File: src/rtl/alu_seq.sv
// alu_seq: handshaked integer ALU for the execute stage (RV32I/RV64I OP and OP-IMM).
// Define MIMA_ALU_MDU_EN to add the iterative M-extension multiply/divide unit,
// which holds the stage in BUSY for XLEN cycles per operation.
//
// state | meaning
// IDLE  | ready for a new operation (in_ready high)
// BUSY  | iterative multiply/divide in progress, input ignored
// DONE  | result held on t/illegal until out_ready
module alu_seq #(
   parameter int XLEN = 32
) (
   input  logic            clk,
   input  logic            rst,
   input  logic            in_valid,
   output logic            in_ready,
   input  logic            op,
   input  logic            op_imm,
   input  logic [2:0]      funct3,
   input  logic [6:0]      funct7,
   input  logic [XLEN-1:0] a,
   input  logic [XLEN-1:0] b,
   output logic            out_valid,
   input  logic            out_ready,
   output logic [XLEN-1:0] t,
   output logic            illegal
);
   localparam int SHW = $clog2(XLEN);

   typedef enum logic [1:0] {IDLE = 2'd0, BUSY = 2'd1, DONE = 2'd2} state_t;

   state_t          state, state_nxt;
   logic            accept, legal, m_op;
   logic [SHW-1:0]  shamt;
   logic [XLEN-1:0] res_base;

   assign shamt  = b[SHW-1:0];
   assign accept = in_valid && (state == IDLE);

`ifdef MIMA_ALU_MDU_EN
   localparam int CW = $clog2(XLEN);

   logic [CW-1:0]     cnt;
   logic [2:0]        f3_q;
   logic              neg_q, zdiv_q, a_neg, b_neg, neg_in;
   logic [XLEN-1:0]   acc_hi, acc_lo, opnd, a_q, mag_a, mag_b;
   logic [XLEN-1:0]   iter_hi, iter_lo, q_s, r_s, mdu_res;
   logic [XLEN:0]     shifted, diff, sum;
   logic [2*XLEN-1:0] prod_raw, prod;
`endif

   // Decode legality and compute the single-cycle base result from live inputs
   always_comb begin
      legal    = 1'b0;
      m_op     = 1'b0;
      res_base = '0;
      if (op) begin
         if (funct7 == 7'b0000000)
            legal = 1'b1;
         else if (funct7 == 7'b0100000)
            legal = (funct3 == 3'b000) || (funct3 == 3'b101);
`ifdef MIMA_ALU_MDU_EN
         else if (funct7 == 7'b0000001)
            m_op = 1'b1;
`endif
      end else if (op_imm) begin
         case (funct3)
            3'b001:  legal = (funct7 == 7'b0000000);
            3'b101:  legal = (funct7 == 7'b0000000) || (funct7 == 7'b0100000);
            default: legal = 1'b1;
         endcase
      end
      case (funct3)
         3'b000:  res_base = (op && funct7 == 7'b0100000) ? a - b : a + b;
         3'b001:  res_base = a << shamt;
         3'b010:  res_base = {{(XLEN-1){1'b0}}, $signed(a) < $signed(b)};
         3'b011:  res_base = {{(XLEN-1){1'b0}}, a < b};
         3'b100:  res_base = a ^ b;
         3'b101:  res_base = (funct7 == 7'b0100000) ? $unsigned($signed(a) >>> shamt) : a >> shamt;
         3'b110:  res_base = a | b;
         default: res_base = a & b;
      endcase
   end

   // State register
   always_ff @(posedge clk or posedge rst) begin
      if (rst)
         state <= IDLE;
      else
         state <= state_nxt;
   end

   // Next-state and handshake outputs
   always_comb begin
      state_nxt = state;
      in_ready  = 1'b0;
      out_valid = 1'b0;
      case (state)
         IDLE: begin
            in_ready = 1'b1;
            if (in_valid)
               state_nxt = m_op ? BUSY : DONE;
         end
`ifdef MIMA_ALU_MDU_EN
         BUSY: begin
            if (cnt == '0)
               state_nxt = DONE;
         end
`endif
         DONE: begin
            out_valid = 1'b1;
            if (out_ready)
               state_nxt = IDLE;
         end
         default: state_nxt = IDLE;
      endcase
   end

   // Result register: base/illegal ops at accept, M ops on the final iteration
   always_ff @(posedge clk or posedge rst) begin
      if (rst) begin
         t       <= '0;
         illegal <= 1'b0;
      end else if (accept && !m_op) begin
         t       <= legal ? res_base : '0;
         illegal <= !legal;
      end
`ifdef MIMA_ALU_MDU_EN
      else if (state == BUSY && cnt == '0) begin
         t       <= mdu_res;
         illegal <= 1'b0;
      end
`endif
   end

`ifdef MIMA_ALU_MDU_EN
   // Operand magnitudes and result sign; MUL treats both operands as signed
   // since the low half of the product does not depend on signedness
   always_comb begin
      a_neg  = a[XLEN-1] && !(funct3 inside {3'b011, 3'b101, 3'b111});
      b_neg  = b[XLEN-1] && (funct3 inside {3'b000, 3'b001, 3'b100, 3'b110});
      mag_a  = a_neg ? -a : a;
      mag_b  = b_neg ? -b : b;
      neg_in = (funct3[2] && funct3[1]) ? a_neg : (a_neg ^ b_neg);
   end

   // One iteration: shift-add multiply (hi:lo = product) or restoring divide (hi = rem, lo = quotient)
   always_comb begin
      shifted = {acc_hi, acc_lo[XLEN-1]};
      diff    = shifted - {1'b0, opnd};
      sum     = {1'b0, acc_hi} + (acc_lo[0] ? {1'b0, opnd} : '0);
      if (f3_q[2]) begin
         if (!diff[XLEN]) begin
            iter_hi = diff[XLEN-1:0];
            iter_lo = {acc_lo[XLEN-2:0], 1'b1};
         end else begin
            iter_hi = shifted[XLEN-1:0];
            iter_lo = {acc_lo[XLEN-2:0], 1'b0};
         end
      end else begin
         iter_hi = sum[XLEN:1];
         iter_lo = {sum[0], acc_lo[XLEN-1:1]};
      end
   end

   // Sign fix-up and divide-by-zero override applied to the last iteration's output
   always_comb begin
      prod_raw = {iter_hi, iter_lo};
      prod     = neg_q ? -prod_raw : prod_raw;
      q_s      = neg_q ? -iter_lo : iter_lo;
      r_s      = neg_q ? -iter_hi : iter_hi;
      if (!f3_q[2])
         mdu_res = (f3_q[1:0] == 2'b00) ? prod[XLEN-1:0] : prod[2*XLEN-1:XLEN];
      else if (zdiv_q)
         mdu_res = f3_q[1] ? a_q : '1;
      else
         mdu_res = f3_q[1] ? r_s : q_s;
   end

   // Iteration registers; cnt is a down-counter whose terminal count marks the last iteration
   always_ff @(posedge clk or posedge rst) begin
      if (rst) begin
         cnt    <= '0;
         f3_q   <= '0;
         neg_q  <= 1'b0;
         zdiv_q <= 1'b0;
         acc_hi <= '0;
         acc_lo <= '0;
         opnd   <= '0;
         a_q    <= '0;
      end else if (accept && m_op) begin
         cnt    <= CW'(XLEN - 1);
         f3_q   <= funct3;
         neg_q  <= neg_in;
         zdiv_q <= (b == '0);
         acc_hi <= '0;
         acc_lo <= funct3[2] ? mag_a : mag_b;
         opnd   <= funct3[2] ? mag_b : mag_a;
         a_q    <= a;
      end else if (state == BUSY) begin
         acc_hi <= iter_hi;
         acc_lo <= iter_lo;
         if (cnt != '0)
            cnt <= cnt - 1'b1;
      end
   end
`endif

endmodule

File: config.mk
export PLATFORM = sky130hd
export DESIGN_NAME = alu_seq
export DESIGN_NICKNAME = d
export VERILOG_FILES = /design/src/rtl/alu_seq.sv
export SDC_FILE = /design/constraint.sdc
export NUM_CORES = 1
export LEC_CHECK = 0
export CORE_MARGIN = 5
export CORE_UTILIZATION = 54
export CTS_CLUSTER_DIAMETER = 100
export DETAILED_ROUTE_END_ITERATION = 16
export PLACE_DENSITY = 0.76
export SLEW_MARGIN = 20
export SYNTH_ARGS = -nofsm -noshare
export SYNTH_HDL_FRONTEND = slang
export SYNTH_SLANG_ARGS = --single-unit
export TNS_END_PERCENT = 100
File: constraint.sdc
create_clock -name clk -period 1.6 [get_ports clk]
set_input_delay 0.16 -clock clk [delete_from_list [all_inputs] [get_ports clk]]
set_output_delay 0.16 -clock clk [all_outputs]
set_load 0.01 [all_outputs]
==> metrics.txt, run 1 <==
remaining global-route overflow=240; # rows=50; H-tree depth=2; Post-synth EDFFs=0; YS warnings=0; GRT Overall Usage=0.8535; Hold-fix buffers, CTS=0; Worst EP post-GRT repair=t[30]$_DFFE_PP0P_/D; Port Buffers=114; asr flop ratio synth=1.000; sequential share of the synthesized area=0.08433; last stage reached=5_1_grt; synthesized area per cell=7.125 µm²; mapped cell area=10,090 µm²; dpl cells=2,103; Post-Synthesis Cells=1,416; Tool Error=[ERROR GRT-0232] Routing congestion too high. Check the congestion heatmap in the GUI.; WEP type=register data pin; Most used DFF post-synth=dfrtp_1; Die Width=146.7 µm; Inserted Clock Buffers=5; outcome=aborted with a tool error; CTS max path bufs=2; syn nets=1,595; I/O pin count=115; Root Driver=clkbuf_16; Placer Congestion=1.138; post-synthesis cell type count=86; clk sinks=34; starting density of the core=0.5430; Yosys reg bits=34; post-detail-place hpwl=40,820 µm; Die Height=146.7 µm; largest net degree at the start of global routing=70
metal layers:
layer | GRT overflow | global-route usage
met5 | 5 | 0.3955
met4 | 85 | 0.8946
met3 | 17 | 0.7597
met2 | 125 | 0.9735
met1 | 8 | 0.8338
stage by stage:
stage	cell area (µm²)	utilization	TNS, ns	worst slack (ns)
4_1_cts	16250	0.8743	-22.71	-0.9712
3_5_place_dp	14510	0.7811	-47.04	-1.890
3_3_place_gp	14510	0.7811	-44.57	-1.721
2_1_floorplan	10360	-	-23.81	-1.190
kinds of logic after synthesis:
| family | count (synthesis) | share of synthesized area |
|---|---|---|
| buffers and inverters | 208 | 0.09660 |
| AOI/OAI and AO/OA | 504 | 0.3254 |
| xor gates and xnor gates | 28 | 0.02431 |
| and+or+nand+nor | 433 | 0.1897 |
| DFF | 34 | 0.08433 |
| adders and majority gates | 99 | 0.1243 |
| muxes | 110 | 0.1554 |
synthesized netlist by cell type (32+ instances only):
master | n | share of area
nor2_1 | 149 | 0.055
inv_1 | 90 | 0.033
mux2i_1 | 61 | 0.061
mux4_2 | 36 | 0.080
nand2_1 | 151 | 0.056
o21ai_0 | 126 | 0.062
ha_1 | 97 | 0.12
dfrtp_1 | 34 | 0.084
clkbuf_1 | 60 | 0.022
a22o_1 | 32 | 0.028
a21oi_1 | 142 | 0.070
nor3_1 | 34 | 0.017
repair_timing:
| action | 4_1_cts |
|---|---|
| pin swaps | 102 |
| resized for setup | 389 |
| cloned | 1 |
| setup endpoints to repair | 32 |
| setup buffers | 50 |
==> run 2: changes to the inputs <==
--- a/config.mk
+++ b/config.mk
@@ -6,10 +6,9 @@
 export NUM_CORES = 1
 export LEC_CHECK = 0
 export CORE_MARGIN = 5
-export CORE_UTILIZATION = 54
-export CTS_CLUSTER_DIAMETER = 100
+export CORE_UTILIZATION = 40
 export DETAILED_ROUTE_END_ITERATION = 16
-export PLACE_DENSITY = 0.76
+export PLACE_DENSITY_LB_ADDON = 0.15
 export SLEW_MARGIN = 20
 export SYNTH_ARGS = -nofsm -noshare
 export SYNTH_HDL_FRONTEND = slang
==> constraint.sdc (replaced) <==
create_clock -name clk -period 2.1 [get_ports clk]
set_input_delay 0.21 -clock clk [delete_from_list [all_inputs] [get_ports clk]]
set_output_delay 0.21 -clock clk [all_outputs]
set_load 0.01 [all_outputs]
==> run 2 against run 1 <==
The flow now finishes, with violations (negative setup slack); synthesized cell count stayed put; synthesized area unchanged.
==> metrics.txt, run 2 <==
hold slack=0.1729 ns; Req. time, crit path=2.28 ns; Port Buffers=114 (unchanged); failing checks=negative setup slack; top-area cell type share of the netlist area=0.1203 (unchanged); final setup margin=-0.5260 ns; final WL=59,130 µm; initial detailed-routing violation count=1,605; sw power=2.955 mW; CP endpoint kind=flop; Placer Congestion=1.047 (-8.0%); largest net degree at the start of global routing=76; post-detail-place hpwl=45,220 µm (+11%); Slowest-stage cell, CP=fa_2; Die Width=168.8 µm (+15%); RSZ-0062 raised after global routing=true; crit path buf inv count=3; Worst Path Max Fanout=3; crit path cell chain=buf_8 -> buf_6 -> ha_4 -> fa_2 -> o21bai_4 -> a221oi_4 -> a211oi_2 -> nor3_2 -> o21ai_1 -> buf_4 -> a31oi_4 -> o211ai_1 -> a2111oi_2 -> or3_1; Synth-to-Final Area Change=77.93%; mapped cell area=10,090 µm² (unchanged); Max-slew headroom=0.5664; Pleak=8.128 nW; CTS clk-pin slew, worst paths=0.07 ns; Internal=3.630 mW; biggest area consumer among synthesized cells=ha_1; final setup vio count=32; sw frac=0.4487; Post-Synthesis Cells=1,416 (unchanged); starting density of the core=0.4030 (-0.1400); post-synthesis cell type count=86 (unchanged); H-tree depth=2 (unchanged); Data arrival, critical path=2.81 ns; Logic pwr share=0.752; Clock Latency Late Sink=0.30 ns; crit-path max cell delay=0.38 ns; GRT Overall Usage=0.3922; CTS max path bufs=2 (unchanged); remaining global-route overflow=0; Top Registers=t x32, illegal x1, state x1; Inserted Clock Buffers=5 (unchanged); Avg WL per Cell=25.15 µm; DR vias/cell=6.087; syn nets=1,595 (unchanged); dpl cells=2,258 (+7.4%); fin. max-slew vios=0; CTS tree=built; Final ANT Viol Nets=0; I/O pin count=115 (unchanged); outcome=finished, violations left; most frequent cells in the layout=buf_4, nand2_1, nor2_1, a21oi_1, buf_6; DRC=0; YS warnings=0 (unchanged); Post-synth EDFFs=0 (unchanged); fmax=380.8 MHz; WS Path Type=input pin to flop; crit path launch type=input pin; Yosys reg bits=34 (unchanged); sequential share of power=0.120; via count=14,311; core region area=25,040 µm²; worst vdd rail ir drop=288.5 µV; Final Cell Area=17,950 µm²; DP Area=15,120 µm² (+4.2%); antenna cells=0; final net count=2,199; Top reg by flops=t; Worst Clk Skew=0.007251 ns; Hold Path Class=input pin to async pin; fin crit share=1.250; Max Cap Viol=0; Cell Pwr Density=366.8 nW/µm²; Root Driver=clkbuf_16; Non-Filler Instances=2,351; # rows=58 (+16%); synthesized area per cell=7.125 µm² (unchanged); vias in the first global route=14,067; count leader, synth=nand2_1; die area=28,500 µm²; Clock Power Share=0.128; Hold-fix buffers, CTS=0 (unchanged); initial antenna violation count=0; asr flop ratio synth=1.000 (unchanged); post-layout util=0.7170; share of cells above drive strength 1=0.4889; Tmin final=2.626 ns; clk sinks=34 (unchanged); drt first pass iters=6; Synth area leaders=ha_1, dfrtp_1, mux4_2; sequential share of the synthesized area=0.08433 (unchanged); Most used DFF post-synth=dfrtp_1; global-route wire length before repair=85,970 µm; cell family with most CP delay=compound AO/OA/AOI/OAI gates; Fin. Hold Viols=0; Worst Max-Slew Pin Slew=0.6496 ns; Die Height=168.8 µm (+15%); max reg flops=32; total negative slack=-9.565 ns; Commonest cells post-synth=nand2_1, nor2_1, a21oi_1; most common cell after layout, fill and taps aside=buf_4
## run 2: kinds of logic after synthesis
| group | after synthesis | synth area share |
|---|---|---|
| fa+ha+maj | 99 | 0.1243 |
| xor+xnor | 28 | 0.02431 |
| flops | 34 | 0.08433 |
| mux | 110 | 0.1554 |
| buf+inv | 208 | 0.09660 |
| compound gates | 504 | 0.3254 |
| simple gates | 433 | 0.1897 |
## run 2: layout make-up
type / instances / area (µm²)
multi-input combinational: 1174 / 9986
fill: 2035 / 7084
timing repair buffer: 710 / 6157
sequential: 34 / 850.8
tap: 330 / 412.9
inverter: 95 / 394.1
clock buffer: 6 / 138.9
clock inverter: 2 / 12.51
## run 2: final timing paths
path                                from     to  slack (ns)  depth (start not counted)
max in group asynchronous            rst  t[13]        1.32                          3
worst min-delay path                 rst  t[20]        0.17                          2
worst min register to register      t[6]   t[6]        0.47                          2
min in group clk                    t[6]   t[6]        0.47                          2
worst max register to register  state[1]  t[30]        0.20                          9
worst max-delay path                b[0]  t[30]       -0.53                         14
## run 2: power by group through the flow
stage | registers, mW | logic [mW] | clock network [mW]
after floorplan | 0.804 | 1.87 | 0
after global routing | 0.792 | 5.18 | 0.869
after detailed placement | 0.793 | 3.93 | 0
after global placement | 0.792 | 3.91 | 0
final | 0.787 | 4.95 | 0.846
after CTS | 0.782 | 4.56 | 0.846
## run 2: per-stage QoR
| stage | setup WS, ns | power, mW |
|---|---|---|
| floorplan | -0.7398 | 2.671 |
| global placement | -1.283 | 4.701 |
| detailed placement | -1.414 | 4.724 |
| CTS | -0.4941 | 6.189 |
| global route | -0.5913 | 6.841 |
| finish | -0.5260 | 6.585 |
## run 2: repair_timing
action,CTS,global route
pin swaps,139,97
setup buffers,72,21
endpoints found under the setup margin,32,32
resized for setup,507,126
endpoints found under the hold margin,0,0
gates cloned,2,0
## run 2: per-layer routing
layer	wire, µm	GRT usage	share of wire
met5	0	0	0
met4	4525	0.2325	0.077
met3	4772	0.06072	0.081
met2	26580	0.6302	0.45
met1	23250	0.4974	0.39
## run 2: worst register-to-register path, stage by stage (launching register included)
cell and delay (ns):
dfrtp_1 0.35, inv_1 0.06, nand2_1 0.13, nor2_1 0.07, o21a_1 0.13, buf_12 0.15
and2_2 0.22, buf_4 0.14, a41o_1 0.19, or3_1 0.33
No activity file was read; power rests on OpenSTA's default activity.
